--- src/rtl/calc_if.sv ---
// calc_if: operand, control and result bundle between the control FSM (master) and calc_unit (slave).
interface calc_if #(
    parameter int unsigned WIDTH = 16
);
    logic             input_start;
    logic [WIDTH-1:0] input_A;
    logic [WIDTH-1:0] input_B;
    logic [WIDTH-1:0] input_PC;
    logic [WIDTH-1:0] input_imm;
    logic [1:0]       input_ALUSrcA;
    logic [1:0]       input_ALUSrcB;
    logic [3:0]       input_ALUOp;
    logic             input_flags_en;

    logic [WIDTH-1:0] output_ALU;
    logic             output_Zero;
    logic             output_negative;
    logic             output_carry;
    logic             output_overflow;
    logic             output_busy;
    logic             output_done;

    modport master (
        output input_start, input_A, input_B, input_PC, input_imm,
               input_ALUSrcA, input_ALUSrcB, input_ALUOp, input_flags_en,
        input  output_ALU, output_Zero, output_negative, output_carry,
               output_overflow, output_busy, output_done
    );

    modport slave (
        input  input_start, input_A, input_B, input_PC, input_imm,
               input_ALUSrcA, input_ALUSrcB, input_ALUOp, input_flags_en,
        output output_ALU, output_Zero, output_negative, output_carry,
               output_overflow, output_busy, output_done
    );
endinterface

--- src/rtl/calc_unit.sv ---
// calc_unit: registered ALU stage with operand muxing, extended flags and an
// iterative shift-add multiply under a start/busy/done handshake.
module calc_unit #(
    parameter int unsigned WIDTH  = 16,
    parameter int unsigned PC_INC = 2
) (
    input  logic  clk,
    input  logic  reset,
    calc_if.slave bus
);
    localparam int unsigned SHW = $clog2(WIDTH);
    localparam int unsigned MSB = WIDTH - 1;

    localparam logic [3:0] OP_ADD = 4'd0;
    localparam logic [3:0] OP_SUB = 4'd1;
    localparam logic [3:0] OP_AND = 4'd2;
    localparam logic [3:0] OP_OR  = 4'd3;
    localparam logic [3:0] OP_XOR = 4'd4;
    localparam logic [3:0] OP_SLL = 4'd5;
    localparam logic [3:0] OP_SRL = 4'd6;
    localparam logic [3:0] OP_SRA = 4'd7;
    localparam logic [3:0] OP_SLT = 4'd8;
    localparam logic [3:0] OP_MUL = 4'd9;

    typedef enum logic {
        S_IDLE,
        S_MUL
    } state_t;

    state_t state_q, state_d;

    logic [WIDTH-1:0]   op_a_c;
    logic [WIDTH-1:0]   op_b_c;
    logic [WIDTH-1:0]   res_c;
    logic [WIDTH:0]     sum_c;
    logic [WIDTH:0]     diff_c;
    logic [SHW-1:0]     shamt_c;
    logic               carry_c;
    logic               ovf_c;
    logic               start_alu_c;
    logic               start_mul_c;
    logic               mul_last_c;
    logic [2*WIDTH-1:0] acc_next_c;

    logic [WIDTH-1:0]   alu_q;
    logic               zero_q;
    logic               neg_q;
    logic               carry_q;
    logic               ovf_q;
    logic               busy_q;
    logic               done_q;
    logic [2*WIDTH-1:0] mcand_q;
    logic [2*WIDTH-1:0] acc_q;
    logic [WIDTH-1:0]   mplier_q;
    logic [SHW-1:0]     cnt_q;
    logic               flags_en_q;

    // Operand A select: 00 PC, 01 zero, 1x register A.
    always_comb begin
        op_a_c = bus.input_A;
        case (bus.input_ALUSrcA)
            2'b00:   op_a_c = bus.input_PC;
            2'b01:   op_a_c = '0;
            default: op_a_c = bus.input_A;
        endcase
    end

    // Operand B select: 00 B, 01 PC increment, 10 imm, 11 imm scaled by two.
    always_comb begin
        op_b_c = bus.input_B;
        case (bus.input_ALUSrcB)
            2'b00:   op_b_c = bus.input_B;
            2'b01:   op_b_c = WIDTH'(PC_INC);
            2'b10:   op_b_c = bus.input_imm;
            default: op_b_c = {bus.input_imm[WIDTH-2:0], 1'b0};
        endcase
    end

    assign shamt_c = op_b_c[SHW-1:0];
    assign sum_c   = {1'b0, op_a_c} + {1'b0, op_b_c};
    assign diff_c  = {1'b0, op_a_c} - {1'b0, op_b_c};

    // Single-cycle result and arithmetic flags; diff_c[WIDTH] is the unsigned borrow.
    always_comb begin
        res_c   = '0;
        carry_c = 1'b0;
        ovf_c   = 1'b0;
        case (bus.input_ALUOp)
            OP_ADD: begin
                res_c   = sum_c[MSB:0];
                carry_c = sum_c[WIDTH];
                ovf_c   = (op_a_c[MSB] == op_b_c[MSB]) && (sum_c[MSB] != op_a_c[MSB]);
            end
            OP_SUB: begin
                res_c   = diff_c[MSB:0];
                carry_c = diff_c[WIDTH];
                ovf_c   = (op_a_c[MSB] != op_b_c[MSB]) && (diff_c[MSB] != op_a_c[MSB]);
            end
            OP_AND:  res_c = op_a_c & op_b_c;
            OP_OR:   res_c = op_a_c | op_b_c;
            OP_XOR:  res_c = op_a_c ^ op_b_c;
            OP_SLL:  res_c = op_a_c << shamt_c;
            OP_SRL:  res_c = op_a_c >> shamt_c;
            OP_SRA:  res_c = $signed(op_a_c) >>> shamt_c;
            OP_SLT:  res_c = {{(WIDTH-1){1'b0}}, ($signed(op_a_c) < $signed(op_b_c))};
            default: res_c = '0;
        endcase
    end

    assign acc_next_c = acc_q + (mplier_q[0] ? mcand_q : '0);

    // FSM state register.
    always_ff @(posedge clk or negedge reset) begin
        if (!reset) begin
            state_q <= S_IDLE;
        end else begin
            state_q <= state_d;
        end
    end

    // FSM next state; starts are only seen in IDLE, so a start while busy is dropped.
    always_comb begin
        state_d     = state_q;
        start_alu_c = 1'b0;
        start_mul_c = 1'b0;
        mul_last_c  = 1'b0;
        case (state_q)
            S_IDLE: begin
                if (bus.input_start) begin
                    if (bus.input_ALUOp == OP_MUL) begin
                        start_mul_c = 1'b1;
                        state_d     = S_MUL;
                    end else begin
                        start_alu_c = 1'b1;
                    end
                end
            end
            S_MUL: begin
                mul_last_c = (cnt_q == SHW'(WIDTH - 1));
                if (mul_last_c) begin
                    state_d = S_IDLE;
                end
            end
            default: state_d = S_IDLE;
        endcase
    end

    // Result, flags, handshake and multiply datapath registers.
    always_ff @(posedge clk or negedge reset) begin
        if (!reset) begin
            alu_q      <= '0;
            zero_q     <= 1'b0;
            neg_q      <= 1'b0;
            carry_q    <= 1'b0;
            ovf_q      <= 1'b0;
            busy_q     <= 1'b0;
            done_q     <= 1'b0;
            mcand_q    <= '0;
            acc_q      <= '0;
            mplier_q   <= '0;
            cnt_q      <= '0;
            flags_en_q <= 1'b0;
        end else begin
            done_q <= 1'b0;
            busy_q <= (state_d == S_MUL);

            if (start_alu_c) begin
                alu_q  <= res_c;
                done_q <= 1'b1;
                if (bus.input_flags_en) begin
                    zero_q  <= (res_c == '0);
                    neg_q   <= res_c[MSB];
                    carry_q <= carry_c;
                    ovf_q   <= ovf_c;
                end
            end

            if (start_mul_c) begin
                mcand_q    <= {{WIDTH{1'b0}}, op_a_c};
                mplier_q   <= op_b_c;
                acc_q      <= '0;
                cnt_q      <= '0;
                flags_en_q <= bus.input_flags_en;
            end

            // One multiplier bit per cycle, LSB first; the last iteration writes the result.
            if (state_q == S_MUL) begin
                acc_q    <= acc_next_c;
                mcand_q  <= mcand_q << 1;
                mplier_q <= mplier_q >> 1;
                cnt_q    <= cnt_q + SHW'(1);
                if (mul_last_c) begin
                    alu_q  <= acc_next_c[MSB:0];
                    done_q <= 1'b1;
                    if (flags_en_q) begin
                        zero_q  <= (acc_next_c[MSB:0] == '0);
                        neg_q   <= acc_next_c[MSB];
                        carry_q <= |acc_next_c[2*WIDTH-1:WIDTH];
                        ovf_q   <= 1'b0;
                    end
                end
            end
        end
    end

    assign bus.output_ALU      = alu_q;
    assign bus.output_Zero     = zero_q;
    assign bus.output_negative = neg_q;
    assign bus.output_carry    = carry_q;
    assign bus.output_overflow = ovf_q;
    assign bus.output_busy     = busy_q;
    assign bus.output_done     = done_q;
endmodule
--- src/flat_wrapper.sv ---
// flat-port wrapper written by rule: the top's interface ports become plain ports
module calc_unit_flat 
#(
    parameter int unsigned WIDTH  = 16,
    parameter int unsigned PC_INC = 2
)
  (clk, reset, bus_input_start, bus_input_A, bus_input_B, bus_input_PC, bus_input_imm, bus_input_ALUSrcA, bus_input_ALUSrcB, bus_input_ALUOp, bus_input_flags_en, bus_output_ALU, bus_output_Zero, bus_output_negative, bus_output_carry, bus_output_overflow, bus_output_busy, bus_output_done);
  calc_if #(.WIDTH(WIDTH)) bus_i ();
  input  logic clk;
  input  logic reset;
  input wire logic [$bits(bus_i.input_start)-1:0] bus_input_start;
  input wire logic [$bits(bus_i.input_A)-1:0] bus_input_A;
  input wire logic [$bits(bus_i.input_B)-1:0] bus_input_B;
  input wire logic [$bits(bus_i.input_PC)-1:0] bus_input_PC;
  input wire logic [$bits(bus_i.input_imm)-1:0] bus_input_imm;
  input wire logic [$bits(bus_i.input_ALUSrcA)-1:0] bus_input_ALUSrcA;
  input wire logic [$bits(bus_i.input_ALUSrcB)-1:0] bus_input_ALUSrcB;
  input wire logic [$bits(bus_i.input_ALUOp)-1:0] bus_input_ALUOp;
  input wire logic [$bits(bus_i.input_flags_en)-1:0] bus_input_flags_en;
  output wire logic [$bits(bus_i.output_ALU)-1:0] bus_output_ALU;
  output wire logic [$bits(bus_i.output_Zero)-1:0] bus_output_Zero;
  output wire logic [$bits(bus_i.output_negative)-1:0] bus_output_negative;
  output wire logic [$bits(bus_i.output_carry)-1:0] bus_output_carry;
  output wire logic [$bits(bus_i.output_overflow)-1:0] bus_output_overflow;
  output wire logic [$bits(bus_i.output_busy)-1:0] bus_output_busy;
  output wire logic [$bits(bus_i.output_done)-1:0] bus_output_done;
  assign bus_i.input_start = bus_input_start;
  assign bus_i.input_A = bus_input_A;
  assign bus_i.input_B = bus_input_B;
  assign bus_i.input_PC = bus_input_PC;
  assign bus_i.input_imm = bus_input_imm;
  assign bus_i.input_ALUSrcA = bus_input_ALUSrcA;
  assign bus_i.input_ALUSrcB = bus_input_ALUSrcB;
  assign bus_i.input_ALUOp = bus_input_ALUOp;
  assign bus_i.input_flags_en = bus_input_flags_en;
  assign bus_output_ALU = bus_i.output_ALU;
  assign bus_output_Zero = bus_i.output_Zero;
  assign bus_output_negative = bus_i.output_negative;
  assign bus_output_carry = bus_i.output_carry;
  assign bus_output_overflow = bus_i.output_overflow;
  assign bus_output_busy = bus_i.output_busy;
  assign bus_output_done = bus_i.output_done;
  calc_unit #(.WIDTH(WIDTH), .PC_INC(PC_INC)) u_core (.clk(clk), .reset(reset), .bus(bus_i));
endmodule
--- config.mk ---
export PLATFORM = sky130hd
export DESIGN_NAME = calc_unit_flat
export DESIGN_NICKNAME = d
export VERILOG_FILES = /design/src/rtl/calc_if.sv /design/src/rtl/calc_unit.sv /design/src/flat_wrapper.sv
export SDC_FILE = /design/constraint.sdc
export NUM_CORES = 1
export LEC_CHECK = 0
export ABC_AREA = 1
export ABC_CLOCK_PERIOD_IN_PS = 3270
export BUFFER_PORTS_ARGS = -buffer_cell sky130_fd_sc_hd__clkbuf_2
export CORE_UTILIZATION = 52
export CTS_BUF_LIST = sky130_fd_sc_hd__clkbuf_2 sky130_fd_sc_hd__clkbuf_4 sky130_fd_sc_hd__clkbuf_8
export CTS_CLUSTER_SIZE = 8
export DETAILED_ROUTE_END_ITERATION = 6
export HOLD_SLACK_MARGIN = 0.1
export PLACE_DENSITY_LB_ADDON = 0.08
export SLEW_MARGIN = 0
export SYNTH_ARGS = -nofsm -noshare
export SYNTH_HDL_FRONTEND = slang
export SYNTH_SLANG_ARGS = --single-unit
--- constraint.sdc ---
create_clock -name clk -period 3.27 [get_ports clk]
set_input_delay 0.1635 -clock clk [delete_from_list [all_inputs] [get_ports clk]]
set_output_delay 0.1635 -clock clk [all_outputs]
set_load 0.03 [all_outputs]
# ---- Word-level counts from Yosys, hierarchy flattened
# Cells that the tools add are included.
dict set report word_totals {
  word_cells 99
  ff_bits 107
  mem_bits_rw 0
  mem_bits_ro 0
  latch_bits 0
  memories 0
  in_bits 76
  output_inout_bits 22
}
dict set report classes {
  bitwise_logic 4
  magnitude_cmp 1
  reduce_logical 9
  shift 3
  n_addsub 4
  eq_ne 17
  muxes 49
  mul 0
  div_mod_pow 0
}
# cell n
set ops {}
lappend ops {{32-bit 2-to-1 mux} 5}
lappend ops {{16-bit case mux with 9 select lines} 1}
lappend ops {{16-bit 2-to-1 mux} 5}
lappend ops {{16-bit case mux with 3 select lines} 1}
lappend ops {{32-bit adder} 1}
lappend ops {{16-bit logical NOT} 2}
lappend ops {{16-bit case mux with 2 select lines} 1}
lappend ops {{1-bit 2-to-1 mux} 31}
lappend ops {{16-bit by 16-bit adder with 17-bit output} 1}
lappend ops {{16-bit by 16-bit subtractor with 17-bit output} 1}
lappend ops {{16-bit AND} 1}
lappend ops {{4-bit by 3-bit == test with 1-bit output, second input constant} 4}
lappend ops {{16-bit < comparator} 1}
lappend ops {{16-bit bitwise OR} 1}
lappend ops {{16-bit OR reduction} 1}
lappend ops {{16-bit by 4-bit left shift with 16-bit output} 1}
lappend ops {{16-bit by 4-bit right shift with 16-bit output} 1}
lappend ops {{16-bit by 4-bit >>> shifter with 16-bit output} 1}
lappend ops {{16-bit XOR} 1}
lappend ops {{4-bit == test, second input constant} 3}
lappend ops {{4-bit by 2-bit == test with 1-bit output, second input constant} 2}
lappend ops {{4-bit 2-to-1 mux} 2}
lappend ops {{1-bit case mux with 2 select lines} 3}
lappend ops {{4-bit by 1-bit adder with 4-bit output, second input constant} 1}
lappend ops {{other kinds (10)} 15}

# ---- Depth between registers and ports, before layout
# Gate-level depths: netlist (run 1).
dict set report logic_depth {
  ltp_word 11
  ltp_mapped 26
  mapped_depth_nobuf 24
}

# ---- Least setup slack after synthesis (run 1)
# OpenSTA, ideal clock, no wires.
dict set report synth_timing {
  kind {input-to-reg}
  start {input bus_input_ALUSrcB[1]}
  end {register u_core.zero_q, in the netlist u_core.bus.output_Zero}
  arrival_ns 2.657
  n_path_buf 2
  setup_slack_ns 0.536
  path_stages 19
  cell_sequence {nand2_2 -> buf_1 -> nor2_1 -> nor3_1 -> ha_1 -> clkbuf_1 -> nand2_1 -> inv_1 -> a21oi_1 -> nor2_1 -> nor3_1 -> nand3_1 -> nand3_1 -> nand3_1 -> nor2_1 -> nand4_1 -> nor2_1 -> nand2_1 -> a21oi_1}
}
dict set report synth_between {
  elab_chain_len 10
}
# element line
set synth_lines {}
lappend synth_lines {{start, declared} flat_wrapper.sv:17} ;# input wire logic [$bits(bus_i.input_ALUSrcB)-1:0] bus_input_ALUSrcB;
lappend synth_lines {{2-bit == test, or another cell as far along} calc_unit.sv:71} ;# case (bus.input_ALUSrcB)
lappend synth_lines {{16-bit case mux with 3 select lines (*)} calc_unit.sv:71}
lappend synth_lines {{16-bit by 16-bit subtractor with 17-bit output, or another cell as far along} calc_unit.sv:81} ;# assign diff_c = {1'b0, op_a_c} - {1'b0, op_b_c};
lappend synth_lines {{16-bit case mux with 9 select lines (*)} calc_unit.sv:88} ;# case (bus.input_ALUOp)
lappend synth_lines {{16-bit logical NOT (*)} calc_unit.sv:171} ;# zero_q <= (res_c == '0);
lappend synth_lines {{1-bit 2-to-1 mux (*)} calc_unit.sv:170} ;# if (bus.input_flags_en) begin
lappend synth_lines {{1-bit 2-to-1 mux (*)} calc_unit.sv:167} ;# if (start_alu_c) begin
lappend synth_lines {{1-bit 2-to-1 mux} calc_unit.sv:195} ;# if (flags_en_q) begin
lappend synth_lines {{1-bit 2-to-1 mux} calc_unit.sv:192} ;# if (mul_last_c) begin
lappend synth_lines {{1-bit 2-to-1 mux (*)} calc_unit.sv:187} ;# if (state_q == S_MUL) begin
lappend synth_lines {{end signal, assigned} calc_unit.sv:171}
lappend synth_lines {{end signal, assigned} calc_unit.sv:196} ;# zero_q <= (acc_next_c[MSB:0] == '0);
lappend synth_lines {{end, declared} calc_unit.sv:46} ;# logic zero_q;
# Every way passes the cells marked *; elsewhere a longest branch is shown, timed or not.
# A chain may end at the register's enable or synchronous reset.

# ---- Worst setup path in the final report (run 1)
dict set report layout_timing {
  start {register u_core.mplier_q[0]}
  end {register u_core.carry_q, in the netlist u_core.bus.output_carry}
}
dict set report layout_between {
  elab_chain_len 6
}
# element line
set layout_lines {}
lappend layout_lines {{start, declared} calc_unit.sv:54} ;# logic [WIDTH-1:0] mplier_q;
lappend layout_lines {{start signal, assigned} calc_unit.sv:180} ;# mplier_q <= op_b_c;
lappend layout_lines {{start signal, assigned} calc_unit.sv:190} ;# mplier_q <= mplier_q >> 1;
lappend layout_lines {{32-bit 2-to-1 mux} calc_unit.sv:110} ;# assign acc_next_c = acc_q + (mplier_q[0] ? mcand_q : '0);
lappend layout_lines {{32-bit adder} calc_unit.sv:110}
lappend layout_lines {{16-bit OR reduction} calc_unit.sv:198} ;# carry_q <= |acc_next_c[2*WIDTH-1:WIDTH];
lappend layout_lines {{1-bit 2-to-1 mux} calc_unit.sv:195}
lappend layout_lines {{1-bit 2-to-1 mux} calc_unit.sv:192}
lappend layout_lines {{1-bit 2-to-1 mux} calc_unit.sv:187}
lappend layout_lines {{end signal, assigned} calc_unit.sv:173} ;# carry_q <= carry_c;
lappend layout_lines {{end signal, assigned} calc_unit.sv:198}
lappend layout_lines {{end, declared} calc_unit.sv:48} ;# logic carry_q;
# Every way passes these cells.

==> key figures, run 1 <==
Synth
  • Distinct cells, synth: 54
  • Ys async rst share: 100.0%
  • Cells after Synth: 1757
  • Synth area leaders: dfrtp_1 24%, nand2_1 18%, ha_1 9.2%, inv_1 7.8%, nand3_1 7.6%
  • FF+latch count, synth: 107
  • Net Count, Synth: 1917
  • Largest area contributor in the netlist: dfrtp_1
  • Mean Syn Cell Area: 6.266 sq um
  • Yosys warns: 0
  • Primary flip-flop cell chosen by synthesis mapping: dfrtp_1
  • Register area share after synthesis: 24.32%
  • Netlist Area Pre-Place: 11010 sq um
  • EDFF count, synth: 0
  • Yosys top cell area share: 24.32%

Layout
  • Final core occ: 61.24%
  • # nets final: 2069
  • Most common cell after layout, fill and taps aside: nand2_1
  • Area growth from synthesis to final layout: 14.00%
  • Most frequent cells in the layout: 523 x nand2_1, 227 x inv_1, 168 x nand3_1
  • Share of cells above drive strength 1: 13.58%
  • Final instance area: 12550 sq um

Timing
  • Slew HR: 22.46%
  • Fin worst setup slack: 0.2066 ns
  • Final slew viol count: 0
  • Unrepaired setup endpoints after global routing: no
  • Slew @ Worst Pin: 1.163 ns
  • Final Hold Fails: 0
  • Max Clock Freq: 326.4 MHz
  • Final min period: 3.063 ns
  • Period utilization: 93.68%
  • Setup-failing EPs final: 0
  • WHS: 0.2280 ns
  • Clock skew: 0.01391 ns

Pwr
  • Sequential Power Share: 32.8%
  • Overall Power: 6583 uW
  • Switching power: 3240 uW
  • IR drop worst, VDD: 0.3914 mV
  • Clock Power Share: 12.1%
  • Static leakage: 0.007002 uW
  • Combinational share of power: 55.1%
  • PD cells: 524.5 nW/um^2
  • Switch share: 49.21%
  • Internal cell power: 3344 uW

Die
  • Total die area: 21760 sq um
  • I/O pins: 98
  • Core area: 20490 sq um
  • FP Rows: 52
  • Die Span X: 147.5 um
  • Die Ht: 147.5 um
  • Initial core utilization: 53.72%

GRT
  • Vias in the first global route: 11840
  • Antenna violations before repair: 1
  • GRT Util Overall: 37.73%
  • Largest net degree at the start of global routing: 66
  • GR Layer Usage met1: 47.14%
  • Met3 Use GR: 3.580%
  • Top Usage Layer GRT: met2
  • Total gr overflow: 0
  • First-pass GRT wire length: 63.57 mm
  • Met2 Usage GRT: 64.55%

Clocking
  • Worst-Skew Late Latency: 0.37 ns
  • Clock-pin slew on the worst setup and hold paths: 0.11 ns
  • Clk sinks: 107
  • CTS Buf Count: 9
  • Clock Path Buffers: 2
  • Clock Tree Root: clkbuf_8
  • CTS tree: built
  • H-tree level count: 3

Setup path
  • CP Launch Type: flop
  • Maximum fanout along the worst path: 7
  • CP arrival: 3.32 ns
  • Crit path kind: reg -> reg
  • Critical Path RT: 3.53 ns
  • CP Capture Type: flop

Run
  • Max cap viols: 0

Place
  • Hpwl dp: 33.19 mm
  • Placed standard-cell area: 12270 sq um
  • Pre-CTS setup slack: -0.06805 ns
  • IO buf count: 97
  • GP Congestion: 1.063

Drt
  • WL per Instance: 18.80 um
  • Post-route ant nets: 0
  • DRT Pass-1 Iters: 6
  • Drt total wl: 41.09 mm
  • Initial DRC Count: 1135
  • Vias per inst: 5.814
  • Drt drc: 0
  • Routed vias: 12700

Worst hold path
  • Hold Crit Class: in -> reg

Outcome
  • Status: complete, no violations
==> worst max-delay path, cell delays in order (launching register included) <==
cell      delay [ns]
dfrtp_2         0.46
nand2_1         0.08
inv_1           0.04
ha_1            0.22
fa_1            0.46
nand3_1         0.12
nand2_2         0.11
nand3_1         0.09
nand2_1         0.08
nand2_1         0.07
nand2_1         0.12
nand3_1         0.10
o211ai_1        0.20
xnor2_1         0.29
nand2_1         0.08
nor2_1          0.12
nand4_1         0.13
nor2_1          0.15
nor2_1          0.06
==> cells in the mapped netlist (all sizes together) (3+ instances only) <==
cell and number:
xnor2 9, nor2 146, clkbuf 35, a211oi 3, or2 5, a21o 5, buf 27, inv 234
a21oi 102, fa 3, o22ai 35, xor2 23, o211ai 34, dfrtp 107, nand3 172, a22o 7
a221oi 3, ha 81, a21boi 6, o21ai 98, o21bai 7, o221ai 10, a31oi 5, nand2 531
nor3 34, nand4 18
==> cells by family after synthesis <==
group / Yosys count / synth area share (%)
adder cells (fa/ha/maj): 84 / 9.751
flip-flops: 107 / 24.32
buffers and inverters: 298 / 10.88
XOR/XNOR: 32 / 2.546
AO/OA/AOI/OAI: 323 / 17.51
AND/OR/NAND/NOR: 913 / 34.99
==> final cells by class <==
cell class / instances / area (sq um)
Timing Repair Buffer: 203 / 1301
Clock inverter: 5 / 45.04
Inverter: 236 / 888.4
Fill cell: 2047 / 7944
Antenna cell: 1 / 2.502
Tap cell: 270 / 337.8
Clock buffer: 11 / 145.1
Multi-Input combinational cell: 1352 / 7152
Sequential cell: 107 / 2679
==> state kept, by name (all words and copies together), names as in the netlist <==
signal and count:
u_core.bus.output_overflow 1, u_core.acc_q 32, u_core.bus.output_Zero 1, u_core.flags_en_q 1
u_core.mplier_q 16, u_core.bus.output_done 1, u_core.bus.output_negative 1, u_core.mcand_q 32
u_core.cnt_q 4, u_core.state_q 1, u_core.bus.output_ALU 16, u_core.bus.output_carry 1
==> metrics by stage <==
| step | setup TNS (ns) | instances |
|---|---|---|
| 3_3_place_gp | -0.04440 | 2159 |
| 6_report | 0 | 2185 |
| 4_1_cts | 0 | 2177 |
| 3_5_place_dp | -0.06805 | 2159 |
| 2_1_floorplan | 0 | 1757 |
| 5_1_grt | 0 | 2184 |
==> layer usage <==
layer,vias up,wire length [um]
li1,6086,-
met1,5891,16840
met2,582,19250
met3,145,2526
met4,0,2469
met5,-,0
==> repair_timing <==
| item | 4_1_cts | 5_1_grt |
|---|---|---|
| gates resized for setup | 0 | 8 |
| setup buffers | 0 | 7 |
| hold buffers | 2 | 0 |
| setup endpoints to repair | 0 | 3 |
| endpoints found under the hold margin | 53 | 0 |
==> power by group through the flow <==
stage,clock (uW),combinational (uW),sequential (uW)
detailed placement,0,3510,2170
global route,850,3990,2200
finish,796,3630,2160
floorplan,0,2170,2290
global placement,0,3460,2170
CTS,801,3530,2160
==> path summary, 6_finish.rpt <==
kind                                      from                 endpoint  slack [ns]  depth (start not counted)
max                         u_core.mplier_q[0]  u_core.bus.output_carry        0.21                         18
max reg2reg                 u_core.mplier_q[0]  u_core.bus.output_carry        0.21                         18
min                            bus_input_start        u_core.flags_en_q        0.23                          5
max in group asynchronous                reset       u_core.mplier_q[0]        2.14                          3
min reg2reg                u_core.mplier_q[15]      u_core.mplier_q[15]        0.50                          2
min in group asynchronous                reset          u_core.acc_q[5]        0.36                          2
(Power assumes the default switching activity.)
==> inputs of run 2 (changes only) <==
--- a/config.mk
+++ b/config.mk
@@ -8,12 +8,13 @@
 export ABC_AREA = 1
 export ABC_CLOCK_PERIOD_IN_PS = 3270
 export BUFFER_PORTS_ARGS = -buffer_cell sky130_fd_sc_hd__clkbuf_2
-export CORE_UTILIZATION = 52
+export CORE_UTILIZATION = 25
 export CTS_BUF_LIST = sky130_fd_sc_hd__clkbuf_2 sky130_fd_sc_hd__clkbuf_4 sky130_fd_sc_hd__clkbuf_8
 export CTS_CLUSTER_SIZE = 8
 export DETAILED_ROUTE_END_ITERATION = 6
 export HOLD_SLACK_MARGIN = 0.1
 export PLACE_DENSITY_LB_ADDON = 0.08
+export SETUP_SLACK_MARGIN = 0.15
 export SLEW_MARGIN = 0
 export SYNTH_ARGS = -nofsm -noshare
 export SYNTH_HDL_FRONTEND = slang
==> key figures, run 2 (synthesized netlist as in run 1, its figures left out) <==
Die
  • I/O pins: 98 (unchanged)
  • Total die area: 44880 sq um (+110%)
  • Die Ht: 211.9 um (+44%)
  • Core area: 43270 sq um (+110%)
  • Initial core utilization: 25.45% (-28 points)
  • FP Rows: 76 (+46%)
  • Die Span X: 211.9 um (+44%)

GRT
  • First-pass GRT wire length: 77.39 mm (+22%)
  • Largest net degree at the start of global routing: 62 (-6.1%)
  • Total gr overflow: 0 (unchanged)
  • Antenna violations before repair: 0 (-1)
  • GRT Util Overall: 23.14% (-15 points)
  • Vias in the first global route: 12690 (+7.2%)

Setup path
  • Worst-path cell chain: buf_12 > nand2_1 > inv_1 > ha_1 > a21oi_1 > o21ai_0 > a21oi_1 > nand3_2 > a21o_1 > a21oi_1 > xnor2_1 > nor2_1 > nand2_1 > nor2_2 > buf_4 > nor2_1
  • CP Launch Type: flop
  • CP arrival: 3.30 ns (-0.02 ns)
  • CP Capture Type: flop
  • Worst path max stage delay: 0.41 ns (-0.05 ns)
  • Crit path kind: reg -> reg
  • Critical Path RT: 3.61 ns (+0.08 ns)
  • Slowest CP cell: dfrtp_1
  • Maximum fanout along the worst path: 20 (+13)
  • Cell mode on critical path: a21oi_1

Layout
  • Biggest regs: u_core.acc_q x32, u_core.mcand_q x32
  • Antenna cell count: 0 (-1)
  • Multi-input logic area: 7343 sq um (+2.7%)
  • # nets final: 2127 (+2.8%)
  • Register area: 2678 sq um (about the same)
  • Layout Cells excl Fill: 2557 (+17%)
  • Area growth from synthesis to final layout: 23.57%
  • Share of cells above drive strength 1: 17.90% (+4.3 points)
  • Fillers: 4896 (+140%)
  • Most common cell after layout, fill and taps aside: nand2_1
  • Most frequent cells in the layout: 520 x nand2_1, 227 x inv_1, 164 x nand3_1

Timing
  • Clock skew: 0.01121 ns (-0.002703 ns)
  • Final min period: 2.961 ns (-0.1020 ns)
  • Period utilization: 90.56% (-3.1 points)
  • Final Hold Fails: 0 (unchanged)
  • Slew HR: 23.99% (+1.5 points)
  • Max Clock Freq: 337.7 MHz (+3.4%)
  • Slew @ Worst Pin: 1.139 ns (-0.02420 ns)
  • Final slew viol count: 0 (unchanged)
  • Setup-failing EPs final: 0 (unchanged)
  • Fin worst setup slack: 0.3086 ns (+0.1020 ns)
  • Unrepaired setup endpoints after global routing: yes

Pwr
  • Clock Power Share: 12.8% (+0.7 points)
  • Switching power: 3527 uW (+8.9%)
  • Switch share: 50.08% (+0.87 points)
  • Combinational share of power: 56.5% (+1.4 points)
  • IR drop worst, VDD: 0.2933 mV (-25%)
  • Static leakage: 0.007319 uW (+4.5%)
  • Internal cell power: 3516 uW (+5.2%)
  • PD cells: 517.7 nW/um^2 (-1.3%)
  • Sequential Power Share: 30.7% (-2.1 points)

Clocking
  • Clk sinks: 107 (unchanged)
  • Clock Tree Root: clkbuf_8
  • Clock Path Buffers: 2 (unchanged)
  • H-tree level count: 3 (unchanged)
  • CTS Buf Count: 9 (unchanged)
  • CTS tree: built
  • Clock-pin slew on the worst setup and hold paths: 0.12 ns (about the same)
  • Worst-Skew Late Latency: 0.43 ns (+0.06 ns)

Worst hold path
  • Hold Crit Class: in -> reg

Drt
  • Vias per inst: 4.895 (-16%)
  • Initial DRC Count: 873 (-23%)
  • WL per Instance: 19.93 um (+6.0%)
  • Routed vias: 12520 (-1.5%)
  • Post-route ant nets: 0 (unchanged)
  • DRT Pass-1 Iters: 5 (-1)
  • Drt total wl: 50.97 mm (+24%)
  • Drt drc: 0 (unchanged)

Place
  • GP Congestion: 0.9561 (-10%)
  • Hpwl dp: 41.43 mm (+25%)
  • Pre-CTS setup slack: -0.3087 ns (-0.2406 ns)
  • Placed insts: 2528 (+17%)
  • IO buf count: 97 (unchanged)

Outcome
  • Status: complete, no violations

Run
  • Max cap viols: 0 (unchanged)
run 2: cell types whose count changed in the layout (fill, tap and decap cells not counted), moves of 4 or more:
cell	delta
a21oi_1	-11
a21oi_2	+9
buf_4	+56
ha_1	-7
ha_4	+4
nand3_1	-4
nand3_2	+4
o21ai_0	-7
o21ai_1	+5
run 2: critical path: cells and delay by family, from the launching register on:
| family | cells | cell delay (ns) |
|---|---|---|
| compound gates | 5 | 1.07 |
| buf+inv | 3 | 0.33 |
| flops | 1 | 0.41 |
| simple gates | 6 | 0.60 |
| xor+xnor | 1 | 0.11 |
| fa+ha+maj | 1 | 0.32 |
run 2: through the flow:
stage               util (%)  TNS, ns  hold WS (ns)  area [sq um]  total power [uW]
floorplan                  -        0       -0.1321         11010              4463
global placement       30.27  -0.6784        0.2575         13100              6106
detailed placement     30.27  -0.6257        0.2560         13100              6081
CTS                    30.82        0        0.2343         13330              7025
global route           31.44        0        0.2599         13600              7614
finish                 31.44        0        0.2650         13600              7044
run 2: area by class of cell:
cell class | count | area share (%)
inverters | 236 | 6.530
clock inverters | 6 | 0.4691
multi-input cells | 1352 | 53.98
repair buffers | 261 | 12.95
clock buffers | 10 | 1.012
well taps | 585 | 5.380
flip-flops and latches | 107 | 19.68
run 2: power by group through the flow:
stage	combinational, uW	sequential (uW)	clock, uW
detailed placement	3890	2190	0
finish	3980	2160	905
floorplan	2170	2290	0
global route	4400	2230	985
global placement	3910	2190	0
CTS	3910	2170	947
run 2: timing repair:
action / 4_1_cts / 5_1_grt
pin swaps: 2 / 16
endpoints found under the hold margin: 47 / 0
setup buffers: 0 / 11
hold buffers: 2 / 0
endpoints found under the setup margin: 1 / 6
resized for setup: 5 / 51
run 2: layer usage:
| layer | wire length, um | track usage [%] |
|---|---|---|
| met3 | 1611 | 1.825 |
| met1 | 23230 | 30.25 |
| met4 | 1437 | 7.646 |
| met5 | 0 | 0 |
| met2 | 24700 | 39.98 |
run 2: worst paths after layout:
kind | startpoint | to | slack [ns] | cells after the start
max | u_core.mplier_q[0] | u_core.bus.output_carry | 0.31 | 16
min | bus_input_PC[5] | u_core.mcand_q[5] | 0.27 | 4
max reg2reg | u_core.mplier_q[0] | u_core.bus.output_carry | 0.31 | 16
min reg2reg | u_core.cnt_q[3] | u_core.cnt_q[3] | 0.50 | 1
max in group asynchronous | reset | u_core.bus.output_ALU[11] | 2.18 | 3
min in group asynchronous | reset | u_core.acc_q[5] | 0.30 | 2
